==> config.mk <==
export PLATFORM = sky130hd
export DESIGN_NAME = pcs_rx_decoder
export DESIGN_NICKNAME = d
export VERILOG_FILES = /design/src/rtl/pcs_pkg.sv /design/src/rtl/pcs_rx_descrambler.sv /design/src/rtl/pcs_rx_decoder.sv
export SDC_FILE = /design/constraint.sdc
export NUM_CORES = 1
export LEC_CHECK = 0
export ABC_AREA = 1
export CELL_PAD_IN_SITES_DETAIL_PLACEMENT = 0
export CELL_PAD_IN_SITES_GLOBAL_PLACEMENT = 1
export CORE_MARGIN = 10
export CORE_UTILIZATION = 46
export CTS_CLUSTER_DIAMETER = 50
export CTS_CLUSTER_SIZE = 40
export DETAILED_ROUTE_END_ITERATION = 8
export GPL_ROUTABILITY_DRIVEN = 0
export PLACE_DENSITY_LB_ADDON = 0.08
export SYNTH_ARGS = -nofsm -noshare
export SYNTH_HDL_FRONTEND = slang
export SYNTH_SLANG_ARGS = --single-unit
==> constraint.sdc <==
create_clock -name clock -period 3.1 [get_ports clock]
set_clock_uncertainty 0.15 [all_clocks]
set_input_delay 0.465 -clock clock [delete_from_list [all_inputs] [get_ports clock]]
set_output_delay 0.465 -clock clock [all_outputs]
set_load 0.005 [all_outputs]
==> src/rtl/pcs_pkg.sv <==
// -----------------------------------------------------------------------------
// pcs_pkg
// Shared 1000BASE-T PCS definitions used by both the transmit Encoder and the
// receive decoder:
//   - pcs_rx_state_e : receive decoder FSM states
//   - SSD1/SSD2/ESD1/ESD2 : frame delimiter quartets {A,B,C,D}
//   - LFSR_W, TAP_MASTER, TAP_SLAVE : side-stream scrambler polynomial taps
//   - sym_valid / sym_is_pm2 / sym_bits : per-symbol helpers
//   - sym_to_sd : quartet -> 8 recovered code bits
//   - scr_to_sd : predicted scrambler state -> 8 expected code bits
// Symbols are 3-bit two's complement: -2=110 -1=111 0=000 +1=001 +2=010.
// -----------------------------------------------------------------------------
package pcs_pkg;

  typedef enum logic [2:0] {
    ST_UNLOCKED = 3'd0,
    ST_CHECK    = 3'd1,
    ST_IDLE     = 3'd2,
    ST_SSD2     = 3'd3,
    ST_DATA     = 3'd4,
    ST_ESD2     = 3'd5
  } pcs_rx_state_e;

  localparam logic [2:0]  SYM_P2 = 3'b010;
  localparam logic [2:0]  SYM_M2 = 3'b110;

  localparam logic [11:0] SSD1 = {SYM_P2, SYM_P2, SYM_P2, SYM_P2};
  localparam logic [11:0] SSD2 = {SYM_P2, SYM_P2, SYM_P2, SYM_M2};
  localparam logic [11:0] ESD1 = SSD1;
  localparam logic [11:0] ESD2 = SSD2;

  // x^33 + x^13 + 1 (master) / x^33 + x^20 + 1 (slave); bit k of the shift
  // register holds the sample taken k+1 cycles ago.
  localparam int LFSR_W     = 33;
  localparam int TAP_MASTER = 12;
  localparam int TAP_SLAVE  = 19;

  // -3, -4 and +3 are not PAM5 levels.
  function automatic logic sym_valid(input logic [2:0] s);
    logic v;
    case (s)
      3'b011, 3'b100, 3'b101: v = 1'b0;
      default:                v = 1'b1;
    endcase
    return v;
  endfunction

  function automatic logic sym_is_pm2(input logic [2:0] s);
    return (s == SYM_P2) || (s == SYM_M2);
  endfunction

  // Data levels carry two code bits each; +2 only appears in delimiters.
  function automatic logic [1:0] sym_bits(input logic [2:0] s);
    logic [1:0] b;
    case (s)
      3'b001:  b = 2'b01;
      3'b111:  b = 2'b10;
      3'b110:  b = 2'b11;
      default: b = 2'b00;
    endcase
    return b;
  endfunction

  function automatic logic [7:0] sym_to_sd(input logic [2:0] a, input logic [2:0] b,
                                           input logic [2:0] c, input logic [2:0] d);
    return {sym_bits(a), sym_bits(b), sym_bits(c), sym_bits(d)};
  endfunction

  // Bit 0 is the newest scrambler bit, so it is what idle symbols carry.
  function automatic logic [7:0] scr_to_sd(input logic [LFSR_W-1:0] s);
    return {s[7:1] ^ s[20:14], s[0]};
  endfunction

endpackage

==> src/rtl/pcs_rx_descrambler.sv <==
// -----------------------------------------------------------------------------
// pcs_rx_descrambler
// 33-bit side-stream LFSR for the receive path.
//   clock, reset : clock and synchronous active-high reset (LFSR cleared)
//   i_load       : shift i_load_bit in (acquisition from the idle stream)
//   i_load_bit   : recovered scrambler bit to shift in
//   i_advance    : free-run one step using the polynomial feedback
//   o_pred       : state after the next step, i.e. the prediction for the
//                  quartet currently on the input
// Parameter MASTER: 1 selects x^33+x^13+1, 0 selects x^33+x^20+1.
// -----------------------------------------------------------------------------
module pcs_rx_descrambler
  import pcs_pkg::*;
#(
  parameter int MASTER = 1
) (
  input  logic              clock,
  input  logic              reset,
  input  logic              i_load,
  input  logic              i_load_bit,
  input  logic              i_advance,
  output logic [LFSR_W-1:0] o_pred
);

  localparam int TAP = (MASTER != 0) ? TAP_MASTER : TAP_SLAVE;

  logic [LFSR_W-1:0] r_lfsr;
  logic              w_fb;

  assign w_fb   = r_lfsr[LFSR_W-1] ^ r_lfsr[TAP];
  assign o_pred = {r_lfsr[LFSR_W-2:0], w_fb};

  // Shift register: load has priority over free-running advance.
  always_ff @(posedge clock) begin
    if (reset) begin
      r_lfsr <= '0;
    end else if (i_load) begin
      r_lfsr <= {r_lfsr[LFSR_W-2:0], i_load_bit};
    end else if (i_advance) begin
      r_lfsr <= o_pred;
    end else begin
      r_lfsr <= r_lfsr;
    end
  end

endmodule

==> src/rtl/pcs_rx_decoder.sv <==
// -----------------------------------------------------------------------------
// pcs_rx_decoder
// 1000BASE-T PCS receive decoder: synchronises the side-stream descrambler
// from idle, tracks SSD/ESD delimiters and recovers frame bytes.
//   clock       : sole clock
//   reset       : synchronous, active-high
//   io_rxData   : quartet A[11:9] B[8:6] C[5:3] D[2:0]
//   io_rxValid  : quartet qualifier; state and LFSR advance only when high
//   io_rxByte   : recovered byte (holds when nothing new is produced)
//   io_rxDv     : io_rxByte is frame data
//   io_rxEr     : receive error this cycle
//   io_locked   : descrambler synchronised
//   io_errCount : saturating count of io_rxEr cycles (only when the
//                 PCS_RX_ERR_COUNT_EN macro is defined)
// All outputs are registered: one cycle of latency from the sampled quartet.
// -----------------------------------------------------------------------------
module pcs_rx_decoder
  import pcs_pkg::*;
#(
  parameter int MASTER      = 1,
  parameter int LOCK_CHECK  = 16,
  parameter int UNLOCK_MISS = 4
) (
  input  logic        clock,
  input  logic        reset,
  input  logic [11:0] io_rxData,
  input  logic        io_rxValid,
  output logic [7:0]  io_rxByte,
  output logic        io_rxDv,
  output logic        io_rxEr,
  output logic        io_locked
`ifdef PCS_RX_ERR_COUNT_EN
  ,
  output logic [15:0] io_errCount
`endif
);

  localparam logic [15:0] LOAD_LAST    = 16'd32;
  localparam logic [15:0] LOCK_CHECK_C = 16'(LOCK_CHECK);
  localparam logic [15:0] MISS_LAST    = 16'(UNLOCK_MISS - 1);

  pcs_rx_state_e     r_state, w_state_nx;
  logic [15:0]       r_cnt, w_cnt_nx;
  logic [15:0]       r_miss, w_miss_nx;
  logic [7:0]        r_byte, w_byte_nx;
  logic              r_dv, w_dv_nx;
  logic              r_er, w_er_nx;
  logic              r_locked, w_locked_nx;
  logic              w_load, w_adv;
  logic [LFSR_W-1:0] w_pred;
  logic [7:0]        w_sd_rx, w_sd_exp;
  logic              w_all_valid, w_all_pm2, w_is_dlm1, w_is_dlm2, w_match;

  pcs_rx_descrambler #(.MASTER(MASTER)) u_descr (
    .clock      (clock),
    .reset      (reset),
    .i_load     (w_load),
    .i_load_bit (w_sd_rx[0]),
    .i_advance  (w_adv),
    .o_pred     (w_pred)
  );

  assign w_sd_rx     = sym_to_sd(io_rxData[11:9], io_rxData[8:6], io_rxData[5:3], io_rxData[2:0]);
  assign w_sd_exp    = scr_to_sd(w_pred);
  assign w_match     = (w_sd_rx[0] == w_sd_exp[0]);
  assign w_all_valid = sym_valid(io_rxData[11:9]) & sym_valid(io_rxData[8:6]) &
                       sym_valid(io_rxData[5:3])  & sym_valid(io_rxData[2:0]);
  assign w_all_pm2   = sym_is_pm2(io_rxData[11:9]) & sym_is_pm2(io_rxData[8:6]) &
                       sym_is_pm2(io_rxData[5:3])  & sym_is_pm2(io_rxData[2:0]);
  assign w_is_dlm1   = (io_rxData == SSD1);
  assign w_is_dlm2   = (io_rxData == SSD2);

  // Next-state, counter and output decode.
  always_comb begin
    w_state_nx  = r_state;
    w_cnt_nx    = r_cnt;
    w_miss_nx   = r_miss;
    w_byte_nx   = r_byte;
    w_dv_nx     = 1'b0;
    w_er_nx     = 1'b0;
    w_locked_nx = r_locked;
    w_load      = 1'b0;
    w_adv       = 1'b0;
    if (io_rxValid) begin
      case (r_state)
        ST_UNLOCKED: begin
          w_load = 1'b1;
          if (r_cnt == LOAD_LAST) begin
            w_state_nx = ST_CHECK;
            w_cnt_nx   = 16'd0;
          end else begin
            w_cnt_nx = r_cnt + 16'd1;
          end
        end
        ST_CHECK: begin
          w_adv = 1'b1;
          // Lock is declared on the cycle after the last match.
          if (r_cnt == LOCK_CHECK_C) begin
            w_state_nx  = ST_IDLE;
            w_locked_nx = 1'b1;
            w_cnt_nx    = 16'd0;
            w_miss_nx   = 16'd0;
          end else if (w_match) begin
            w_cnt_nx = r_cnt + 16'd1;
          end else begin
            w_state_nx = ST_UNLOCKED;
            w_cnt_nx   = 16'd0;
          end
        end
        ST_IDLE: begin
          w_adv = 1'b1;
          if (w_is_dlm1) begin
            w_state_nx = ST_SSD2;
            w_miss_nx  = 16'd0;
          end else if (w_match) begin
            w_miss_nx = 16'd0;
          end else if (r_miss == MISS_LAST) begin
            w_state_nx  = ST_UNLOCKED;
            w_locked_nx = 1'b0;
            w_miss_nx   = 16'd0;
            w_cnt_nx    = 16'd0;
          end else begin
            w_miss_nx = r_miss + 16'd1;
          end
        end
        ST_SSD2: begin
          w_adv = 1'b1;
          if (w_is_dlm2) begin
            w_state_nx = ST_DATA;
          end else begin
            w_er_nx    = 1'b1;
            w_state_nx = ST_IDLE;
          end
        end
        ST_DATA: begin
          w_adv = 1'b1;
          // All-+2 is ESD1 before it can count as a bad quartet.
          if (w_is_dlm1) begin
            w_state_nx = ST_ESD2;
          end else if (!w_all_valid || w_all_pm2) begin
            w_dv_nx   = 1'b1;
            w_er_nx   = 1'b1;
            w_byte_nx = 8'h00;
          end else begin
            w_dv_nx   = 1'b1;
            w_byte_nx = w_sd_rx ^ w_sd_exp;
          end
        end
        ST_ESD2: begin
          w_adv      = 1'b1;
          w_state_nx = ST_IDLE;
          if (w_is_dlm2) begin
            w_er_nx = 1'b0;
          end else begin
            w_er_nx = 1'b1;
          end
        end
        default: begin
          w_state_nx  = ST_UNLOCKED;
          w_cnt_nx    = 16'd0;
          w_miss_nx   = 16'd0;
          w_locked_nx = 1'b0;
        end
      endcase
    end else begin
      w_state_nx = r_state;
    end
  end

  // State, counters and registered outputs.
  always_ff @(posedge clock) begin
    if (reset) begin
      r_state  <= ST_UNLOCKED;
      r_cnt    <= 16'd0;
      r_miss   <= 16'd0;
      r_byte   <= 8'h00;
      r_dv     <= 1'b0;
      r_er     <= 1'b0;
      r_locked <= 1'b0;
    end else begin
      r_state  <= w_state_nx;
      r_cnt    <= w_cnt_nx;
      r_miss   <= w_miss_nx;
      r_byte   <= w_byte_nx;
      r_dv     <= w_dv_nx;
      r_er     <= w_er_nx;
      r_locked <= w_locked_nx;
    end
  end

  assign io_rxByte = r_byte;
  assign io_rxDv   = r_dv;
  assign io_rxEr   = r_er;
  assign io_locked = r_locked;

`ifdef PCS_RX_ERR_COUNT_EN
  logic [15:0] r_err_cnt;

  // Saturating error counter, updated in step with io_rxEr.
  always_ff @(posedge clock) begin
    if (reset) begin
      r_err_cnt <= 16'd0;
    end else if (w_er_nx && (r_err_cnt != 16'hFFFF)) begin
      r_err_cnt <= r_err_cnt + 16'd1;
    end else begin
      r_err_cnt <= r_err_cnt;
    end
  end

  assign io_errCount = r_err_cnt;
`endif

endmodule
# Word-level counts from Yosys, hierarchy flattened
# Cells that the tools add are included.
# totals
regBits	79
input_bits	15
output_inout_bits	11
# op_classes
n_addsub	2
n_reduce_logical	23
eq_ne	48
bitwise	14
mux	46
# ops
op	count
two-way mux 16 bit	10
two-way mux 33 bit	2
one-hot mux 16 bit (4 select lines)	1
== test 3 bit, second input constant	18
one-hot mux 16 bit (3 select lines)	1
adder 16 x 1 -> 16 bit, second input constant	2
== test 3 x 2 -> 1 bit, second input constant	10
== test 12 x 11 -> 1 bit, second input constant	2
two-way mux 3 bit	8
one-hot mux 2 bit (3 select lines)	4
one-hot mux 3 bit (6 select lines)	1
OR reduction 3 bit	6
== test 16 x 2 -> 1 bit, second input constant	1
== test 16 x 5 -> 1 bit, second input constant	1
== test 16 x 6 -> 1 bit, second input constant	1
two-way mux 1 bit	16
== test 3 x 1 -> 1 bit, second input constant	5
inequality test 2 bit, second input constant	6
AND reduction 6 bit	2
inequality test 3 bit, second input constant	3
two-way mux 8 bit	1
bitwise XOR 8 bit	1
bitwise XOR 7 bit	1
AND 1 bit	6
14 further kinds	24

# Depth between registers and ports, before layout
# Gate-level depths: netlist of run 1.
# depth
ltp_word	11
ltp_mapped	13

# Hierarchy
# A second synthesis of run 1 with hierarchy kept.
# hier_totals
cells_unflattened	730
hier_area_um2	4708.3
# modules_own_cells
module	cells_per_inst	area_each_um2	n_inst	seq_area_each_um2
pcs_rx_decoder	542	3251.9	1	920.9
pcs_rx_descrambler	188	1456.4	1	660.6

# Worst setup path before layout of run 1
# Ideal clock, no wire load.
# synth_timing
path_kind	register to register
from	register r_cnt[0]
to	register r_miss[15]
t_required_ns	2.886
stages_incl_launch_ff	13
arrival_time_ns	1.561
path_slack_ns	1.326
synth_period_minus_slack_ns	1.774
setup_time_ns	0.064
path_cell_list	dfxtp_1 -> inv_1 -> ha_1 -> nand2_1 -> nor2_1 -> nand2_1 -> nand2_1 -> nand3_4 -> clkinv_2 -> buf_6 -> o21ai_1 -> nand2_1 -> nor2_1
# synth_between
elab_chain_cells	3
# synth_rtl
element	line	rtl
from (decl)	pcs_rx_decoder.sv:43	logic [15:0] r_cnt, w_cnt_nx;
from (signal assigned)	pcs_rx_decoder.sv:182	r_cnt <= w_cnt_nx;
== test 16 x 5 -> 1 bit	pcs_rx_decoder.sv:98	if (r_cnt == LOCK_CHECK_C) begin
inequality test 2 bit (no line)	--	
AND reduction 3 bit (no line)	--	
to (signal assigned)	pcs_rx_decoder.sv:183	r_miss <= w_miss_nx;
to (decl)	pcs_rx_decoder.sv:44	logic [15:0] r_miss, w_miss_nx;
# No other way between the ends.
# A chain may end at the register's enable or synchronous reset.

# Final worst setup path of run 1
# layout_timing
from	register r_cnt[0]
to	register r_miss[8]
# The elaborated chain is that of the path after synthesis.

==> qor.csv, run 1 <==
metric,value,unit
outcome,completed,
worst-path fanout max,14,
initial DRC count,303,
clk root buf,clkbuf_8,
DRC viols,0,
global-route wire length before repair,19.3,mm
Sink Count,79,
hold slack,0.317,ns
Post-Synthesis Cells,746,
Fin. Hold Viols,0,
final instance area,5150,um2
via density per instance,5.02,
Max Root-Sink Buffers,2,
Worst Hold Class,reg2reg,
# diodes,0,
Core Footprint,9770,um2
"Seq/Total Area, Yosys",34.2,%
"Cell Chain, Critical Path",inv_1 > ha_1 > nand2_1 > nor2_1 > nand2_1 > nand2_1 > nand3_4 > clkinv_2 > a21oi_2 > nand2_1 > nor2_1,
FP Rows,36,
Syn Area/Cell,6.19,um2
setup bufs post-CTS,0,
post-DP HPWL,8.44,mm
largest net degree at the start of global routing,37,
# H-tree levels,3,
Avg WL per Cell,12.7,um
Critical Path RT,3.26,ns
Unique masters post-synth,32,
slew margin rel.,59.6,%
dpl cell area,4970,um2
post-synth top area share,34.2,%
cts bufs inserted,9,
initial core utilization,47.2,%
post-synthesis register bit count,79,
"area leader, netlist",dfxtp_1,
Vias,4535,
path type of the worst setup path,reg2reg,
clk slew on worst S/H paths,0.10,ns
P per Cell Area,393,nW/um2
port buffer count,25,
kind of launch point of the worst setup path,register,
Mapped Area,4620,um2
Worst Path Buf+Inv,2,
die area,14400,um2
Pleak,2.18,nW
CP most frequent cell,nand2_1,
most instantiated cells after synthesis,"nand2_1, nor2_1, dfxtp_1, inv_1, nand3_1",
cts hold-fix bufs,0,
syn_nets,764,
# resized after CTS,0,
fin crit share,77.9,%
unrepaired setup endpoints after global routing,no,
prevailing post-synth register cell,dfxtp_1,
area grow syn2layout,11.6,%
Sum Neg Setup Slack,0,ns
number of synthesized flops with an enable pin,0,
Die X,120,um
gr ovfl total,0,
I/O pin count,26,
Final Max Tran Viols,0,
Pre-Repair DR Iteration Count,6,
NumNets Final,783,
"slowest stage delay, CP",0.48,ns
clock latency on the worst-skew pair,0.37,ns
CP Capture Type,register,
Ys Warns,0,
"count leader, synth",nand2_1,
fmax,414,MHz
Worst Tran Pin Value,0.605,ns
initial antenna violation count,0,
ANT nets after route,0,
Crit path max-delay family,simple AND/OR/NAND/NOR gates,
total wire length,11.5,mm
share of cells above drive strength 1,5.58,%
vias in the first global route,4063,
slowest CP cell,dfxtp_1,
Post-synth ARST share,0,%
worst endpoint data arrival time,2.57,ns
Final Critical Period,2.42,ns
Die H,120,um
maximum ir drop on the vdd rail,0.321,mV
total track usage,16.1,%
TritonCTS clock tree,yes,
Max-Cap Viols,0,
most area-consuming cells after synthesis,"dfxtp_1, nand2_1, nor2_1",
Setup-failing EPs final,0,
worst paths after layout:
kind	from	endpoint	slack, ns	cells after the start
min reg2reg	io_rxByte[2]	io_rxByte[2]	0.32	2
max reg2reg	r_cnt[0]	r_miss[8]	0.68	11
min	io_rxByte[2]	io_rxByte[2]	0.32	2
max	r_cnt[0]	r_miss[8]	0.68	11
through the flow:
| step | cells | utilization [%] | setup WS [ns] | total power (W) |
|---|---|---|---|---|
| floorplan | 746 | - | 1.33 | 0.00122 |
| global placement | 887 | 50.8 | 0.485 | 0.00129 |
| detailed placement | 887 | 50.8 | 0.413 | 0.00129 |
| global route | 903 | 52.7 | 0.461 | 0.00212 |
| finish | 903 | 52.7 | 0.684 | 0.00202 |
| CTS | 903 | 52.7 | 0.679 | 0.00205 |
final cells by class:
type / instances / area (um2)
Clock buffer: 10 / 138
Fill cell: 1044 / 4620
Tap cell: 133 / 166
Inverter: 82 / 309
Clock inverter: 6 / 50.0
Timing Repair Buffer: 31 / 308
Sequential cell: 79 / 1580
Multi-Input combinational cell: 562 / 2600
where the power goes:
part	internal [W]	switching, W
clock	0.000324	0.000431
sequential	0.00104	0.0000219
combinational	0.0000743	0.000128
placed cells by master, fill, tap and decap left out, drive strengths merged:
cell	count
a211oi	1
a21oi	41
buf	6
clkbuf	10
clkdlybuf4s50	25
clkinv	3
clkinvlp	1
dfxtp	79
ha	3
inv	84
nand2	197
nand3	67
nand4	12
nor2	152
nor3	8
nor3b	1
o21ai	55
o21bai	2
o22ai	2
xnor2	6
xor2	15
cell families after synthesis:
| kind of cell | Yosys count | share of synthesized area [%] |
|---|---|---|
| buffers and inverters | 105 | 9.40 |
| DFF | 79 | 34.2 |
| and+or+nand+nor | 437 | 40.2 |
| xor gates and xnor gates | 21 | 3.98 |
| AOI/OAI and AO/OA | 101 | 11.3 |
| adders and majority gates | 3 | 0.813 |
flip-flops by register name, indices dropped and copies added, names as in the netlist:
| signal | cells |
|---|---|
| io_locked | 1 |
| io_rxByte | 8 |
| io_rxDv | 1 |
| io_rxEr | 1 |
| r_cnt | 16 |
| r_miss | 16 |
| r_state | 3 |
| u_descr.r_lfsr | 33 |
worst register-to-register path, delay by kind of cell (launching register included):
kind / cells / cell delay, ns
buffers and inverters: 2 / 0.37
AND/OR/NAND/NOR: 7 / 0.82
AO/OA/AOI/OAI: 1 / 0.31
flip-flops: 1 / 0.48
adder cells (fa/ha/maj): 1 / 0.22
per-layer routing:
layer / wire length [um] / GRT usage (%)
met1: 5670 / 21.8
met2: 5180 / 25.1
met3: 461 / 2.79
met4: 172 / 6.03
met5: 0 / 0
(Power assumes the default switching activity.)
==> inputs of run 2 (changes only) <==
CORE_UTILIZATION = 38   (was 46)
clock period = 2.2 ns   (was 3.1 ns; I/O delays follow)
==> qor.csv, run 2 (same netlist as run 1, synthesis figures left out) <==
metric,value,unit
maximum ir drop on the vdd rail,0.442,mV
Largest Register,u_descr.r_lfsr,
path type of the worst setup path,reg2reg,
clk root buf,clkbuf_16,
post-DP HPWL,9.16,mm
die area,17000,um2
Worst Tran Pin Value,0.383,ns
kind of launch point of the worst setup path,register,
initial DRC count,438,
clock latency on the worst-skew pair,0.35,ns
initial antenna violation count,0,
fill count,1272,
Core Footprint,12000,um2
max reg flops,33,
worst endpoint data arrival time,2.08,ns
Worst Hold Class,reg2reg,
CP Capture Type,register,
Setup-failing EPs final,0,
gr ovfl total,0,
largest net degree at the start of global routing,42,
via density per instance,4.79,
slowest CP cell,dfxtp_1,
vias in the first global route,4259,
"slowest stage delay, CP",0.42,ns
fin crit share,88.8,%
clk slew on worst S/H paths,0.07,ns
fmax,512,MHz
Fin. Hold Viols,0,
cts bufs inserted,9,
final instance area,5530,um2
Max Root-Sink Buffers,2,
cts hold-fix bufs,0,
slew margin rel.,74.4,%
port buffer count,25,
Pre-Repair DR Iteration Count,4,
"commonest cells after routing, fill and taps aside","nand2_1, nor2_1, dfxtp_1",
Pleak,2.38,nW
ANT nets after route,0,
total wire length,12.3,mm
# H-tree levels,3,
largest registers,"u_descr.r_lfsr: 33 flops, r_cnt: 16 flops, r_miss: 16 flops",
P per Cell Area,601,nW/um2
area grow syn2layout,19.8,%
Max-Cap Viols,0,
Critical Path RT,2.32,ns
DRC viols,0,
final worst setup slack,0.246,ns
outcome,completed,
Avg WL per Cell,13.0,um
Sink Count,79,
Final Critical Period,1.95,ns
share of cells above drive strength 1,9.36,%
worst-path fanout max,5,
Die H,130,um
total track usage,15.0,%
Total Power,0.00332,W
register area,1580,um2
TritonCTS clock tree,yes,
Vias,4543,
NumNets Final,814,
CP most frequent cell,nand2_1,
"Cell Chain, Critical Path",ha_1 > nand3_1 > nor2_1 > nand3_1 > nand2_1 > nand2_1 > a21oi_1 > nand2_1 > a21oi_1,
I/O pin count,26,
unrepaired setup endpoints after global routing,no,
# diodes,0,
initial core utilization,38.6,%
"worst slack, placed",-0.132,ns
Final Max Tran Viols,0,
Die X,130,um
FP Rows,40,
global-route wire length before repair,20.6,mm
"commonest non-fill, non-tap cell in the layout",nand2_1,
area occupied by multi-input gates,2610,um2
dpl cell area,5230,um2
run 2: repair_timing:
| item | CTS | global route |
|---|---|---|
| endpoints found under the setup margin | 0 | 4 |
| resized for setup | 0 | 2 |
| buffers inserted | 0 | 0 |
run 2: worst max-delay path: cells and delay by family (launching register included):
kind	cells	cell delay, ns
AND/OR/NAND/NOR	6	0.80
AO/OA/AOI/OAI	2	0.27
adder cells (fa/ha/maj)	1	0.24
flip-flops	1	0.42
run 2: final cells by class:
| class | count | share of cell area [%] |
|---|---|---|
| clock buffer | 10 | 4.32 |
| sequential | 79 | 28.6 |
| multi-input combinational | 562 | 47.2 |
| clock inverter | 6 | 0.928 |
| inverter | 82 | 5.59 |
| timing repair buffer | 62 | 10.0 |
| tap | 147 | 3.33 |
run 2: metal layers:
metal | global-route usage (%) | routed length, um | up-vias
li1 | - | - | 2465
met5 | 0 | 0 | -
met3 | 2.43 | 417 | 12
met2 | 23.4 | 5470 | 47
met1 | 20.6 | 6290 | 2019
met4 | 5.09 | 137 | 0
run 2: worst paths after layout:
path / start / end / slack, ns / depth (start not counted)
worst max register to register: r_cnt[1] / r_cnt[14] / 0.25 / 9
worst max-delay path: r_cnt[1] / r_cnt[14] / 0.25 / 9
worst min-delay path: io_rxByte[3] / io_rxByte[3] / 0.32 / 2
worst min register to register: io_rxByte[3] / io_rxByte[3] / 0.32 / 2
run 2: report_power, final:
part / internal (W) / switching (W) / total, W
registers: 0.00147 / 0.0000292 / 0.00150
clock network: 0.000815 / 0.000676 / 0.00149
logic: 0.000136 / 0.000194 / 0.000331
total: 0.00242 / 0.000899 / 0.00332
run 2: through the flow:
stage,hold WS [ns],TNS (ns),util [%],std cells
after floorplan,0.294,0,-,746
after global placement,0.302,-0.263,43.7,932
after detailed placement,0.307,-1.19,43.7,932
after CTS,0.318,0,46.2,948
after global routing,0.346,0,46.2,948
final,0.316,0,46.2,948
